===== src/rtl/sha2_sigma_unit.sv =====
`default_nettype none
// +----------------------------------------------------------------------------+
// | sha2_sigma_unit: SHA-256/SHA-512 sigma/sum evaluator, valid/ready output    |
// | Rev 1.0                                                                    |
// +----------------------------------------------------------------------------+
module sha2_sigma_unit #(
  parameter int XLEN = 32,
  parameter int PIPE = 0
) (
  input  logic            clk,
  input  logic            rst,
  input  logic            in_valid,
  output logic            in_ready,
  input  logic [2:0]      opcode,
  input  logic [XLEN-1:0] rs1,
  input  logic [XLEN-1:0] rs2,
  output logic            out_valid,
  input  logic            out_ready,
  output logic [XLEN-1:0] rd,
  output logic            out_last
);

  localparam logic [1:0] C_SIG0 = 2'd0;
  localparam logic [1:0] C_SIG1 = 2'd1;
  localparam logic [1:0] C_SUM0 = 2'd2;
  localparam logic [1:0] C_SUM1 = 2'd3;
  localparam bit TWO_BEAT = (XLEN == 32);

  typedef enum logic [1:0] {
    S_EMPTY   = 2'd0,
    S_FULL_LO = 2'd1,
    S_FULL_HI = 2'd2
  } state_t;

  state_t      r_state, w_state_nxt;
  logic [63:0] r_res;
  logic        r_two;

  logic [31:0] w_x32, w_s256;
  logic [63:0] w_x64, w_s512, w_res;
  logic        w_two, w_accept, w_block, w_out_free, w_load;
  logic        w_src_valid, w_src_two;
  logic [63:0] w_src_res;

  function automatic logic [31:0] ror32(input logic [31:0] x, input int unsigned n);
    return (x >> n) | (x << (32 - n));
  endfunction

  function automatic logic [63:0] ror64(input logic [63:0] x, input int unsigned n);
    return (x >> n) | (x << (64 - n));
  endfunction

  // With a 32-bit datapath the SHA-512 operand is split across both sources.
  if (XLEN == 64) begin : g_op64
    assign w_x64 = rs1;
  end else begin : g_op32
    assign w_x64 = {rs2, rs1};
  end

  always_comb begin
    w_x32  = rs1[31:0];
    w_s256 = '0;
    w_s512 = '0;
    case (opcode[1:0])
      C_SIG0: begin
        w_s256 = ror32(w_x32, 7) ^ ror32(w_x32, 18) ^ (w_x32 >> 3);
        w_s512 = ror64(w_x64, 1) ^ ror64(w_x64, 8) ^ (w_x64 >> 7);
      end
      C_SIG1: begin
        w_s256 = ror32(w_x32, 17) ^ ror32(w_x32, 19) ^ (w_x32 >> 10);
        w_s512 = ror64(w_x64, 19) ^ ror64(w_x64, 61) ^ (w_x64 >> 6);
      end
      C_SUM0: begin
        w_s256 = ror32(w_x32, 2) ^ ror32(w_x32, 13) ^ ror32(w_x32, 22);
        w_s512 = ror64(w_x64, 28) ^ ror64(w_x64, 34) ^ ror64(w_x64, 39);
      end
      C_SUM1: begin
        w_s256 = ror32(w_x32, 6) ^ ror32(w_x32, 11) ^ ror32(w_x32, 25);
        w_s512 = ror64(w_x64, 14) ^ ror64(w_x64, 18) ^ ror64(w_x64, 41);
      end
      default: ;
    endcase
    w_res = opcode[2] ? w_s512 : {{32{w_s256[31]}}, w_s256};
    w_two = TWO_BEAT && opcode[2];
  end

  assign w_accept   = in_valid && in_ready;
  assign w_block    = (r_state == S_FULL_HI) || ((r_state == S_FULL_LO) && r_two);
  assign w_out_free = (r_state == S_EMPTY) ||
                      (out_ready && (((r_state == S_FULL_LO) && !r_two) || (r_state == S_FULL_HI)));
  assign w_load     = w_src_valid && w_out_free;

  if (PIPE == 1) begin : g_pipe
    logic        r_s1_valid;
    logic [63:0] r_s1_res;
    logic        r_s1_two;

    assign w_src_valid = r_s1_valid;
    assign w_src_res   = r_s1_res;
    assign w_src_two   = r_s1_two;
    assign in_ready    = !w_block && (!r_s1_valid || w_out_free);

    always_ff @(posedge clk) begin
      if (rst) begin
        r_s1_valid <= 1'b0;
        r_s1_res   <= '0;
        r_s1_two   <= 1'b0;
      end else if (w_accept) begin
        r_s1_valid <= 1'b1;
        r_s1_res   <= w_res;
        r_s1_two   <= w_two;
      end else if (w_out_free) begin
        r_s1_valid <= 1'b0;
      end
    end
  end else begin : g_nopipe
    assign w_src_valid = w_accept;
    assign w_src_res   = w_res;
    assign w_src_two   = w_two;
    assign in_ready    = !w_block && ((r_state == S_EMPTY) || (out_valid && out_ready && out_last));
  end

  always_comb begin
    w_state_nxt = r_state;
    case (r_state)
      S_EMPTY:   if (w_load) w_state_nxt = S_FULL_LO;
      S_FULL_LO: if (out_ready) begin
        if (r_two)       w_state_nxt = S_FULL_HI;
        else if (w_load) w_state_nxt = S_FULL_LO;
        else             w_state_nxt = S_EMPTY;
      end
      S_FULL_HI: if (out_ready) w_state_nxt = w_load ? S_FULL_LO : S_EMPTY;
      default:   w_state_nxt = S_EMPTY;
    endcase
  end

  // The whole 64-bit result is captured once; the high beat replays it.
  always_ff @(posedge clk) begin
    if (rst) begin
      r_state <= S_EMPTY;
      r_res   <= '0;
      r_two   <= 1'b0;
    end else begin
      r_state <= w_state_nxt;
      if (w_load) begin
        r_res <= w_src_res;
        r_two <= w_src_two;
      end
    end
  end

  assign out_valid = (r_state != S_EMPTY);
  assign out_last  = (r_state == S_FULL_HI) || ((r_state == S_FULL_LO) && !r_two);

  if (XLEN == 64) begin : g_rd64
    assign rd = r_res;
  end else begin : g_rd32
    assign rd = (r_state == S_FULL_HI) ? r_res[63:32] : r_res[31:0];
  end

endmodule
`default_nettype wire

===== config.mk =====
export PLATFORM = sky130hd
export DESIGN_NAME = sha2_sigma_unit
export DESIGN_NICKNAME = d
export VERILOG_FILES = /design/src/rtl/sha2_sigma_unit.sv
export SDC_FILE = /design/constraint.sdc
export NUM_CORES = 1
export LEC_CHECK = 0
export CORE_ASPECT_RATIO = 1.5
export CORE_MARGIN = 2
export CORE_UTILIZATION = 55
export CTS_CLUSTER_SIZE = 10
export DETAILED_ROUTE_END_ITERATION = 10
export PLACE_DENSITY_LB_ADDON = 0.12
export SLEW_MARGIN = 20
export SYNTH_ARGS = -nofsm -noshare
export SYNTH_HDL_FRONTEND = slang
export SYNTH_SLANG_ARGS = --single-unit
export TNS_END_PERCENT = 5

===== constraint.sdc =====
create_clock -name clk -period 1.8 [get_ports clk]
set_input_delay 0.36 -clock clk [delete_from_list [all_inputs] [get_ports clk]]
set_output_delay 0.36 -clock clk [all_outputs]
set_load 0.03 [all_outputs]

==> results of run 1 <==
repair_timing:
item	in CTS
setup buffers	9
gates cloned	3
endpoints found under the setup margin	98
pin swaps	30
gates resized for setup	368
cell usage after synthesis (10+ instances only):
cell and number:
sky130_fd_sc_hd__xnor2_1 412, sky130_fd_sc_hd__xor2_1 139, sky130_fd_sc_hd__nor2_1 75, sky130_fd_sc_hd__dfxtp_1 67
sky130_fd_sc_hd__buf_2 59, sky130_fd_sc_hd__nand2_1 58, sky130_fd_sc_hd__buf_4 50, sky130_fd_sc_hd__a21oi_1 45
sky130_fd_sc_hd__mux2_2 44, sky130_fd_sc_hd__clkbuf_1 28, sky130_fd_sc_hd__a211oi_1 26, sky130_fd_sc_hd__o21ai_0 25
sky130_fd_sc_hd__mux4_2 23, sky130_fd_sc_hd__a221oi_1 18, sky130_fd_sc_hd__buf_6 18, sky130_fd_sc_hd__mux2i_1 18
sky130_fd_sc_hd__o211ai_1 18, sky130_fd_sc_hd__xnor3_1 18, sky130_fd_sc_hd__a311oi_1 17, sky130_fd_sc_hd__a22oi_1 10
sky130_fd_sc_hd__nand2b_1 10, sky130_fd_sc_hd__xnor2_2 10
layer usage:
metal / track usage, % / GRT overflow
met1: 74.91 / 0
met2: 87.16 / 7
met3: 47.92 / 0
met4: 65.59 / 10
met5: 12.50 / 0
through the flow:
step / setup TNS (ps) / worst slack, ps
3_3_place_gp: -37670 / -1086
2_1_floorplan: -1069 / -68.03
4_1_cts: -5210 / -151.3
3_5_place_dp: -39850 / -1158
logic make-up after synthesis:
| kind of cell | Yosys count | share of synthesized area (%) |
|---|---|---|
| xor gates and xnor gates | 590 | 48.02 |
| AOI/OAI and AO/OA | 246 | 15.48 |
| and+or+nand+nor | 170 | 6.204 |
| buffers and inverters | 166 | 8.698 |
| muxes | 85 | 10.17 |
| DFF | 67 | 11.43 |
==> impl_metrics.prom, run 1 <==
# TYPE chip_impl_metric gauge
chip_impl_metric{name="synthesis.yosys.warnings",unit=""} 0
chip_impl_metric{name="hpwlAfterDp",unit="um"} 45330
chip_impl_metric{name="portBuffers",unit=""} 105
chip_impl_metric{name="cts.htree.levels",unit=""} 3
chip_impl_info{name="root_buffer",value="sky130_fd_sc_hd__clkbuf_16"} 1
chip_impl_metric{name="placed_cells_incl_taps",unit=""} 1975
chip_impl_metric{name="initial_utilization",unit="%"} 55.94
chip_impl_metric{name="avgSynthCellArea",unit="um2"} 8.865
chip_impl_metric{name="cts_inserted_buffers",unit=""} 9
chip_impl_metric{name="die-height",unit="um"} 182.9
chip_impl_info{name="outcome",value="did not finish"} 1
chip_impl_metric{name="ys_types",unit=""} 67
chip_impl_info{name="synthFlopType",value="sky130_fd_sc_hd__dfxtp_1"} 1
chip_impl_metric{name="post_synth_instance_area",unit="mm2"} 0.01174
chip_impl_info{name="last-stage-reached",value="5_1_grt"} 1
chip_impl_metric{name="globalRoute.totalOverflow",unit=""} 17
chip_impl_metric{name="floorplan.io_pins",unit=""} 106
chip_impl_metric{name="die_outline_width",unit="um"} 123.3
chip_impl_metric{name="ctsLongestPathBuffers",unit=""} 2
chip_impl_metric{name="synthesis.nets",unit=""} 1395
chip_impl_info{name="top_area_cells_in_the_synthesized_netlist",value="sky130_fd_sc_hd__xnor2_1, sky130_fd_sc_hd__dfxtp_1, sky130_fd_sc_hd__xor2_1, sky130_fd_sc_hd__mux4_2, sky130_fd_sc_hd__mux2_2"} 1
chip_impl_metric{name="placement_stage_cell_area",unit="mm2"} 0.01612
chip_impl_metric{name="ys_seq_elements",unit=""} 67
chip_impl_metric{name="synthArstFlopShare",unit="%"} 0
chip_impl_metric{name="synth-edff-count",unit=""} 0
chip_impl_metric{name="cts.sink_count",unit=""} 67
chip_impl_metric{name="groute.usage.overall",unit="%"} 69.86
chip_impl_info{name="stop_error",value="[ERROR GRT-0232] Routing congestion too high. Check the congestion heatmap in the GUI."} 1
chip_impl_metric{name="placementRows",unit=""} 65
chip_impl_metric{name="seq_area_frac_synth",unit="%"} 11.43
chip_impl_info{name="synth_top_cell_by_area",value="sky130_fd_sc_hd__xnor2_1"} 1
chip_impl_metric{name="grt_start_max_net_pins",unit=""} 38
chip_impl_metric{name="synth_cells",unit=""} 1324
chip_impl_metric{name="ctsHoldBuffers",unit=""} 0
chip_impl_metric{name="place_congestion",unit=""} 1.165
chip_impl_metric{name="synth_top_area_share",unit="%"} 30.74
==> run 2, diff against run 1 <==
--- a/config.mk
+++ b/config.mk
@@ -5,12 +5,10 @@
 export SDC_FILE = /design/constraint.sdc
 export NUM_CORES = 1
 export LEC_CHECK = 0
-export CORE_ASPECT_RATIO = 1.5
 export CORE_MARGIN = 2
-export CORE_UTILIZATION = 55
-export CTS_CLUSTER_SIZE = 10
+export CORE_UTILIZATION = 40
 export DETAILED_ROUTE_END_ITERATION = 10
-export PLACE_DENSITY_LB_ADDON = 0.12
+export PLACE_DENSITY_LB_ADDON = 0.15
 export SLEW_MARGIN = 20
 export SYNTH_ARGS = -nofsm -noshare
 export SYNTH_HDL_FRONTEND = slang
==> constraint.sdc (replaced) <==
create_clock -name clk -period 2.3 [get_ports clk]
set_input_delay 0.46 -clock clk [delete_from_list [all_inputs] [get_ports clk]]
set_output_delay 0.46 -clock clk [all_outputs]
set_load 0.03 [all_outputs]
==> impl_metrics.prom, run 2 <==
# TYPE chip_impl_metric gauge
chip_impl_info{name="root_buffer",value="sky130_fd_sc_hd__clkbuf_16"} 1
chip_impl_info{name="synthFlopType",value="sky130_fd_sc_hd__dfxtp_1"} 1
chip_impl_metric{name="die_outline_width",unit="um"} 175.3
chip_impl_metric{name="cts.htree.levels",unit=""} 3
chip_impl_metric{name="cts.sink_count",unit=""} 67
chip_impl_metric{name="worst_ep_required_time",unit="ps"} 2520
chip_impl_metric{name="avgSynthCellArea",unit="um2"} 8.865
chip_impl_metric{name="drt-pass1-iter-count",unit=""} 7
chip_impl_metric{name="synthesis.yosys.warnings",unit=""} 0
chip_impl_info{name="grt_setup_unrepaired",value="true"} 1
chip_impl_metric{name="portBuffers",unit=""} 105
chip_impl_info{name="largestRegisters",value="r_res: 64 flops, r_state: 2 flops, r_two: 1 flops"} 1
chip_impl_info{name="list_of_cells_traversed_by_the_critical_path",value="clkdlybuf4s50_1 -> buf_4 -> xor2_2 -> xnor2_1 -> o22ai_1 -> a2111oi_1 -> buf_4 -> o32ai_1"} 1
chip_impl_metric{name="cts_inserted_buffers",unit=""} 9
chip_impl_info{name="timing.critical_path.slowest_stage_cell",value="sky130_fd_sc_hd__clkdlybuf4s50_1"} 1
chip_impl_metric{name="clk_pin_slew_worst_paths",unit="ps"} 60
chip_impl_metric{name="cts_post_setup_buffers_inserted",unit=""} 0
chip_impl_metric{name="drtAntennaViolNets",unit=""} 0
chip_impl_metric{name="globalRoute.totalOverflow",unit=""} 0
chip_impl_metric{name="n_antenna_cell",unit=""} 0
chip_impl_metric{name="power.net_switching",unit="mW"} 3.135
chip_impl_info{name="critical_path.endpoint_type",value="register"} 1
chip_impl_metric{name="ys_seq_elements",unit=""} 67
chip_impl_metric{name="final.min_clock_period",unit="ps"} 2343
chip_impl_info{name="synthMostInstantiatedCell",value="sky130_fd_sc_hd__xnor2_1"} 1
chip_impl_metric{name="p_comb_share",unit="%"} 60.7
chip_impl_metric{name="multi_input_comb_area",unit="mm2"} 0.009482
chip_impl_metric{name="ir_drop",unit="uV"} 390.3
chip_impl_metric{name="detail_route.wl_per_cell",unit="um"} 29.79
chip_impl_metric{name="max_freq",unit="GHz"} 0.4268
chip_impl_info{name="violations",value="negative setup slack"} 1
chip_impl_metric{name="initial_antenna_violation_count",unit=""} 2
chip_impl_metric{name="switching_share",unit="%"} 41.19
chip_impl_metric{name="internal-power",unit="mW"} 4.476
chip_impl_metric{name="critical_path_peak_fanout",unit=""} 6
chip_impl_metric{name="placed_cells_incl_taps",unit=""} 2063
chip_impl_metric{name="path_buf_inv",unit=""} 3
chip_impl_metric{name="layout_cells_sized_above_1",unit="%"} 32.80
chip_impl_metric{name="nFillCells",unit=""} 2691
chip_impl_metric{name="max_stage_delay_on_crit_path",unit="ps"} 450
chip_impl_metric{name="drt_iter0_drc",unit=""} 1440
chip_impl_metric{name="power_per_cell_area",unit="mW/mm2"} 464.1
chip_impl_info{name="synth_top_cell_by_area",value="sky130_fd_sc_hd__xnor2_1"} 1
chip_impl_metric{name="grt_start_max_net_pins",unit=""} 47
chip_impl_metric{name="power_frac_clock",unit="%"} 21.2
chip_impl_metric{name="hpwlAfterDp",unit="um"} 49010
chip_impl_metric{name="critPathArrivalTime",unit="ps"} 2560
chip_impl_info{name="outcome",value="finished with violations"} 1
chip_impl_metric{name="post_synth_instance_area",unit="mm2"} 0.01174
chip_impl_metric{name="total_number_of_vias",unit=""} 12001
chip_impl_metric{name="floorplan.io_pins",unit=""} 106
chip_impl_metric{name="power_leakage",unit="nW"} 6.643
chip_impl_metric{name="clock_insertion_delay_worst_skew",unit="ps"} 360
chip_impl_metric{name="synthArstFlopShare",unit="%"} 0
chip_impl_metric{name="maxCapViolations",unit=""} 0
chip_impl_metric{name="synth-edff-count",unit=""} 0
chip_impl_metric{name="ys_types",unit=""} 67
chip_impl_metric{name="routed_via_density",unit=""} 5.772
chip_impl_metric{name="seq_area_frac_synth",unit="%"} 11.43
chip_impl_metric{name="place_congestion",unit=""} 1.038
chip_impl_metric{name="synth_top_area_share",unit="%"} 30.74
chip_impl_info{name="category_of_the_most_critical_setup_path",value="in -> reg"} 1
chip_impl_metric{name="max_ffs_per_register",unit=""} 64
chip_impl_metric{name="worst-slew-pin-transition",unit="ps"} 1118
chip_impl_metric{name="finClkSkew",unit="ps"} 13.78
chip_impl_metric{name="final-instance-count-excl-fill",unit=""} 2079
chip_impl_metric{name="share_seq_of_total_power",unit="%"} 18.1
chip_impl_metric{name="finalCritPeriodShare",unit="%"} 101.9
chip_impl_metric{name="grt_pass1_vias",unit=""} 11897
chip_impl_metric{name="final-seq-area",unit="mm2"} 0.001341
chip_impl_metric{name="drcViolationCount",unit=""} 0
chip_impl_info{name="cp-start-kind",value="primary input"} 1
chip_impl_info{name="mostFrequentLayoutCell",value="sky130_fd_sc_hd__xnor2_1"} 1
chip_impl_info{name="regMostFlops",value="r_res"} 1
chip_impl_info{name="critical_path.most_common_cell",value="sky130_fd_sc_hd__buf_4"} 1
chip_impl_metric{name="finalHoldViolations",unit=""} 0
chip_impl_info{name="holdCritPathClass",value="reg -> reg"} 1
chip_impl_info{name="critical-path-top-delay-family",value="buffers and inverters"} 1
chip_impl_metric{name="groute.usage.overall",unit="%"} 40.22
chip_impl_info{name="top_area_cells_in_the_synthesized_netlist",value="sky130_fd_sc_hd__xnor2_1, sky130_fd_sc_hd__dfxtp_1, sky130_fd_sc_hd__xor2_1, sky130_fd_sc_hd__mux4_2, sky130_fd_sc_hd__mux2_2"} 1
chip_impl_metric{name="placeableCoreArea",unit="mm2"} 0.02878
chip_impl_metric{name="synthesis.nets",unit=""} 1395
chip_impl_metric{name="placementRows",unit=""} 62
chip_impl_metric{name="first_pass_grt_wire_length",unit="um"} 87640
chip_impl_metric{name="die_area",unit="mm2"} 0.03073
chip_impl_metric{name="slew_violations",unit=""} 0
chip_impl_metric{name="nNetsFinal",unit=""} 1761
chip_impl_info{name="most_frequent_cells_in_the_layout",value="sky130_fd_sc_hd__xnor2_1, sky130_fd_sc_hd__buf_4, sky130_fd_sc_hd__xor2_1"} 1
chip_impl_metric{name="slew-limit-headroom",unit="%"} 25.19
chip_impl_info{name="ys_top_cells_by_count",value="sky130_fd_sc_hd__xnor2_1, sky130_fd_sc_hd__xor2_1, sky130_fd_sc_hd__nor2_1"} 1
chip_impl_metric{name="area_growth",unit="%"} 39.72
chip_impl_metric{name="drt-total-wl",unit="um"} 61940
chip_impl_metric{name="initial_utilization",unit="%"} 40.78
chip_impl_info{name="tritoncts",value="yes"} 1
chip_impl_metric{name="timing.final.ws_setup",unit="ps"} -42.95
chip_impl_metric{name="ctsLongestPathBuffers",unit=""} 2
chip_impl_metric{name="postLayoutCoreUtil",unit="%"} 56.98
chip_impl_metric{name="die-height",unit="um"} 175.3
chip_impl_metric{name="timing.final.setup_violations",unit=""} 2
chip_impl_metric{name="synth_cells",unit=""} 1324
run 2: cell counts after synthesis:
Identical to the previous run, type by type.
run 2: power by group through the flow:
stage	logic, mW	clock network, mW	registers (mW)
floorplan	2.60	0	1.35
global placement	4.49	0	1.40
detailed placement	4.49	0	1.40
CTS	4.49	1.62	1.38
global route	4.80	1.66	1.39
finish	4.62	1.61	1.38
run 2: path summary, 6_finish.rpt:
path	startpoint	to	slack (ps)	cells after the start
worst max register to register	r_state[1]$_SDFFE_PP0P_	r_res[22]$_SDFFE_PP0N_	440	6
worst min register to register	r_res[7]$_SDFFE_PP0N_	r_res[7]$_SDFFE_PP0N_	470	2
worst max-delay path	rs1[21]	r_res[11]$_SDFFE_PP0N_	-40	8
worst min-delay path	r_res[7]$_SDFFE_PP0N_	r_res[7]$_SDFFE_PP0N_	470	2
run 2: final cells by class:
| class | instances | area share, % |
|---|---|---|
| inverter | 5 | 0.1144 |
| tap | 384 | 2.930 |
| multi-input combinational | 1091 | 57.82 |
| clock buffer | 9 | 1.373 |
| clock inverter | 7 | 0.6104 |
| timing repair buffer | 516 | 28.98 |
| sequential | 67 | 8.179 |
run 2: timing repair:
action,in CTS,in global routing
hold buffers,0,0
endpoints found under the setup margin,19,12
gates resized for setup,22,15
endpoints found under the hold margin,0,0
run 2: layer usage:
metal  up-vias  wire length [um]  track usage [%]
li1       5235                 -                -
met1      5773             25400            54.52
met2       801             26590            61.50
met3       188              6940            9.113
met4         4              2982            16.60
met5         -                24                0
run 2: metrics by stage:
stage               hold WS (ps)  total power [mW]  setup TNS [ps]  worst slack, ps  cell area [um2]
floorplan                  428.4             3.952               0            328.3            11740
global placement           452.6             5.892          -15280           -665.6            16000
detailed placement         454.3             5.892          -15430           -653.6            16000
CTS                        463.8             7.492         -0.6017          -0.6017            16330
global route               504.6             7.852          -71.01           -59.67            16400
finish                     470.8             7.611          -43.28           -42.95            16400
run 2: worst reg2reg max path, delay by kind of cell (launching register included):
family / cells / cell delay (ps)
AO/OA/AOI/OAI: 2 / 390
buffers and inverters: 1 / 200
flip-flops: 1 / 350
AND/OR/NAND/NOR: 3 / 870
run 2: logic make-up (layout without fill, tap and decap cells):
kind of cell / count (synthesis) / after routing / share of synthesized area (%)
and+or+nand+nor: 170 / 170 / 6.204
buffers and inverters: 166 / 537 / 8.698
DFF: 67 / 67 / 11.43
muxes: 85 / 85 / 10.17
xor gates and xnor gates: 590 / 590 / 48.02
AOI/OAI and AO/OA: 246 / 246 / 15.48
Note: power is estimated with default switching activity, not from simulation.
==> run 3, diff against run 2 <==
--- a/config.mk
+++ b/config.mk
@@ -5,6 +5,8 @@
 export SDC_FILE = /design/constraint.sdc
 export NUM_CORES = 1
 export LEC_CHECK = 0
+export CELL_PAD_IN_SITES_DETAIL_PLACEMENT = 0
+export CELL_PAD_IN_SITES_GLOBAL_PLACEMENT = 1
 export CORE_MARGIN = 2
 export CORE_UTILIZATION = 40
 export DETAILED_ROUTE_END_ITERATION = 10
==> impl_metrics.prom, run 3 (synthesis gave the netlist of run 2 again) <==
# TYPE chip_impl_metric gauge
chip_impl_info{name="critical-path-top-delay-family",value="buffers and inverters"} 1
chip_impl_metric{name="finalHoldViolations",unit=""} 0
chip_impl_metric{name="nNetsFinal",unit=""} 1756
chip_impl_metric{name="postLayoutCoreUtil",unit="%"} 56.89
chip_impl_metric{name="power_leakage",unit="nW"} 6.620
chip_impl_metric{name="worst-r2r-cell-count",unit=""} 6
chip_impl_info{name="rr_startpoint",value="r_state[1]$_SDFFE_PP0P_"} 1
chip_impl_metric{name="place_congestion",unit=""} 1.078
chip_impl_info{name="cp-start-kind",value="primary input"} 1
chip_impl_metric{name="number_of_stages_on_the_worst_hold_path",unit=""} 2
chip_impl_metric{name="groute.usage.overall",unit="%"} 39.66
chip_impl_metric{name="total_number_of_vias",unit=""} 12111
chip_impl_metric{name="globalRoute.totalOverflow",unit=""} 0
chip_impl_metric{name="grt_pass1_vias",unit=""} 11670
chip_impl_metric{name="ctsLongestPathBuffers",unit=""} 2
chip_impl_metric{name="placeableCoreArea",unit="mm2"} 0.02878
chip_impl_metric{name="routed_via_density",unit=""} 5.839
chip_impl_metric{name="portBuffers",unit=""} 105
chip_impl_metric{name="initial_utilization",unit="%"} 40.78
chip_impl_metric{name="area_growth",unit="%"} 39.49
chip_impl_metric{name="floorplan.io_pins",unit=""} 106
chip_impl_metric{name="die_outline_width",unit="um"} 175.3
chip_impl_metric{name="critPathArrivalTime",unit="ps"} 2590
chip_impl_metric{name="grt_start_max_net_pins",unit=""} 43
chip_impl_metric{name="fin_total_pwr",unit="mW"} 7.403
chip_impl_info{name="critical_path.most_common_cell",value="sky130_fd_sc_hd__xor2_1"} 1
chip_impl_metric{name="power_per_cell_area",unit="mW/mm2"} 452.1
chip_impl_metric{name="first_pass_grt_wire_length",unit="um"} 86180
chip_impl_metric{name="max_stage_delay_on_crit_path",unit="ps"} 570
chip_impl_metric{name="slew_violations",unit=""} 0
chip_impl_metric{name="worst-slew-pin-transition",unit="ps"} 907.1
chip_impl_metric{name="layout_cells_sized_above_1",unit="%"} 32.37
chip_impl_metric{name="die_area",unit="mm2"} 0.03073
chip_impl_metric{name="setup_total_negative_slack",unit="ps"} -2.206
chip_impl_metric{name="pre_cts_slack",unit="ps"} -410.1
chip_impl_info{name="outcome",value="finished with violations"} 1
chip_impl_info{name="largestRegisters",value="r_res: 64 flops, r_state: 2 flops, r_two: 1 flops"} 1
chip_impl_info{name="list_of_cells_traversed_by_the_critical_path",value="clkdlybuf4s50_1 -> xor2_1 -> buf_4 -> xor2_1 -> mux2i_1 -> o22a_1 -> a211oi_1"} 1
chip_impl_metric{name="cts_inserted_buffers",unit=""} 9
chip_impl_info{name="min_from",value="r_res[7]$_SDFFE_PP0N_"} 1
chip_impl_metric{name="n_antenna_cell",unit=""} 0
chip_impl_metric{name="maxCapViolations",unit=""} 0
chip_impl_metric{name="max_freq",unit="GHz"} 0.4344
chip_impl_metric{name="path_buf_inv",unit=""} 2
chip_impl_metric{name="placed_cells_incl_taps",unit=""} 2058
chip_impl_metric{name="timing.final.setup_violations",unit=""} 1
chip_impl_metric{name="cts.sink_count",unit=""} 67
chip_impl_metric{name="drt-total-wl",unit="um"} 61310
chip_impl_metric{name="clock_insertion_delay_worst_skew",unit="ps"} 370
chip_impl_metric{name="r2r_setup_slack",unit="ps"} 430
chip_impl_info{name="most_frequent_cells_in_the_layout",value="sky130_fd_sc_hd__xnor2_1, sky130_fd_sc_hd__buf_4, sky130_fd_sc_hd__xor2_1"} 1
chip_impl_info{name="mostFrequentLayoutCell",value="sky130_fd_sc_hd__xnor2_1"} 1
chip_impl_metric{name="critical_path_peak_fanout",unit=""} 3
chip_impl_metric{name="cts.htree.levels",unit=""} 3
chip_impl_info{name="timing.critical_path.slowest_stage_cell",value="sky130_fd_sc_hd__clkdlybuf4s50_1"} 1
chip_impl_info{name="tritoncts",value="yes"} 1
chip_impl_info{name="min_to",value="r_res[7]$_SDFFE_PP0N_"} 1
chip_impl_metric{name="ir_drop",unit="uV"} 267.0
chip_impl_metric{name="hpwlAfterDp",unit="um"} 48680
chip_impl_metric{name="slew-limit-headroom",unit="%"} 39.30
chip_impl_metric{name="final-instance-count-excl-fill",unit=""} 2074
chip_impl_metric{name="drtAntennaViolNets",unit=""} 0
chip_impl_metric{name="ctsHoldBuffers",unit=""} 0
chip_impl_info{name="category_of_the_most_critical_setup_path",value="in -> reg"} 1
chip_impl_metric{name="timing.final.ws_setup",unit="ps"} -2.206
chip_impl_info{name="root_buffer",value="sky130_fd_sc_hd__clkbuf_16"} 1
chip_impl_info{name="critical_path.endpoint_type",value="register"} 1
chip_impl_info{name="grt_setup_unrepaired",value="false"} 1
chip_impl_metric{name="worst_ep_required_time",unit="ps"} 2590
chip_impl_metric{name="final.min_clock_period",unit="ps"} 2302
chip_impl_metric{name="drcViolationCount",unit=""} 0
chip_impl_info{name="holdCritPathClass",value="reg -> reg"} 1
chip_impl_metric{name="cts_post_setup_buffers_inserted",unit=""} 0
chip_impl_metric{name="die-height",unit="um"} 175.3
chip_impl_metric{name="initial_antenna_violation_count",unit=""} 1
chip_impl_metric{name="drt-pass1-iter-count",unit=""} 5
chip_impl_metric{name="max_ffs_per_register",unit=""} 64
chip_impl_metric{name="finClkSkew",unit="ps"} 19.36
chip_impl_metric{name="placementRows",unit=""} 62
chip_impl_metric{name="finalCritPeriodShare",unit="%"} 100.1
chip_impl_metric{name="drt_iter0_drc",unit=""} 1408
chip_impl_info{name="critical_path.reg2reg.endpoint",value="r_res[36]$_SDFFE_PP0N_"} 1
chip_impl_info{name="regMostFlops",value="r_res"} 1
chip_impl_metric{name="detail_route.wl_per_cell",unit="um"} 29.56
chip_impl_info{name="violations",value="negative setup slack"} 1
chip_impl_metric{name="clk_pin_slew_worst_paths",unit="ps"} 70
-- run 3: how the worst max path moves through the flow --
stage / startpoint / end / slack, ps / cells after the start
finish: rs1[0] / r_res[46]$_SDFFE_PP0N_ / -2 / 7
global route: rs1[0] / r_res[46]$_SDFFE_PP0N_ / 0.3 / 7
CTS: rs1[10] / r_res[36]$_SDFFE_PP0N_ / 10 / 8
detailed placement: rs1[5] / r_res[12]$_SDFFE_PP0N_ / -410 / 8
global placement: rs1[5] / r_res[12]$_SDFFE_PP0N_ / -410 / 8
floorplan: r_state[0]$_SDFFE_PP0P_ / rd[0] / 330 / 4
-- run 3: worst min-delay path, stage by stage, from the launching register on --
cell and delay [ps]:
sky130_fd_sc_hd__dfxtp_1 300, sky130_fd_sc_hd__nand2_1 50, sky130_fd_sc_hd__a21oi_1 50
-- run 3: per-stage QoR --
stage / instance area [um2] / hold WS (ps)
2_1_floorplan: 11740 / 428.4
3_3_place_gp: 16050 / 438.7
3_5_place_dp: 16050 / 447.5
4_1_cts: 16320 / 455.0
5_1_grt: 16370 / 469.8
6_report: 16370 / 454.4
-- run 3: repair_timing --
item	4_1_cts	5_1_grt
cloned	0	0
setup endpoints to repair	26	28
resized for setup	15	13
pin swaps	1	0
-- run 3: power by group --
group	switching [mW]	leakage, nW	internal, mW	total (mW)
Sequential	0.0876	0.555	1.28	1.37
Clock	0.617	0.133	0.760	1.38
Combinational	2.41	5.93	2.25	4.65
-- run 3: layer usage --
metal / vias to the layer above / track usage [%] / wire [um] / part of all wire [%]
met2: 841 / 58.69 / 25840 / 42
met3: 145 / 11.08 / 7231 / 12
met1: 5881 / 53.82 / 25430 / 41
li1: 5242 / - / - / -
met5: - / 0 / 12 / 0.020
met4: 2 / 17.01 / 2798 / 4.6
-- run 3: cell type report --
| class | instances | area, um2 |
|---|---|---|
| Clock buffer | 12 | 246.5 |
| Clock inverter | 4 | 26.28 |
| Fill cell | 2648 | 12410 |
| Inverter | 5 | 18.77 |
| Multi-Input combinational cell | 1091 | 9442 |
| Sequential cell | 67 | 1341 |
| Tap cell | 384 | 480.5 |
| Timing Repair Buffer | 511 | 4818 |
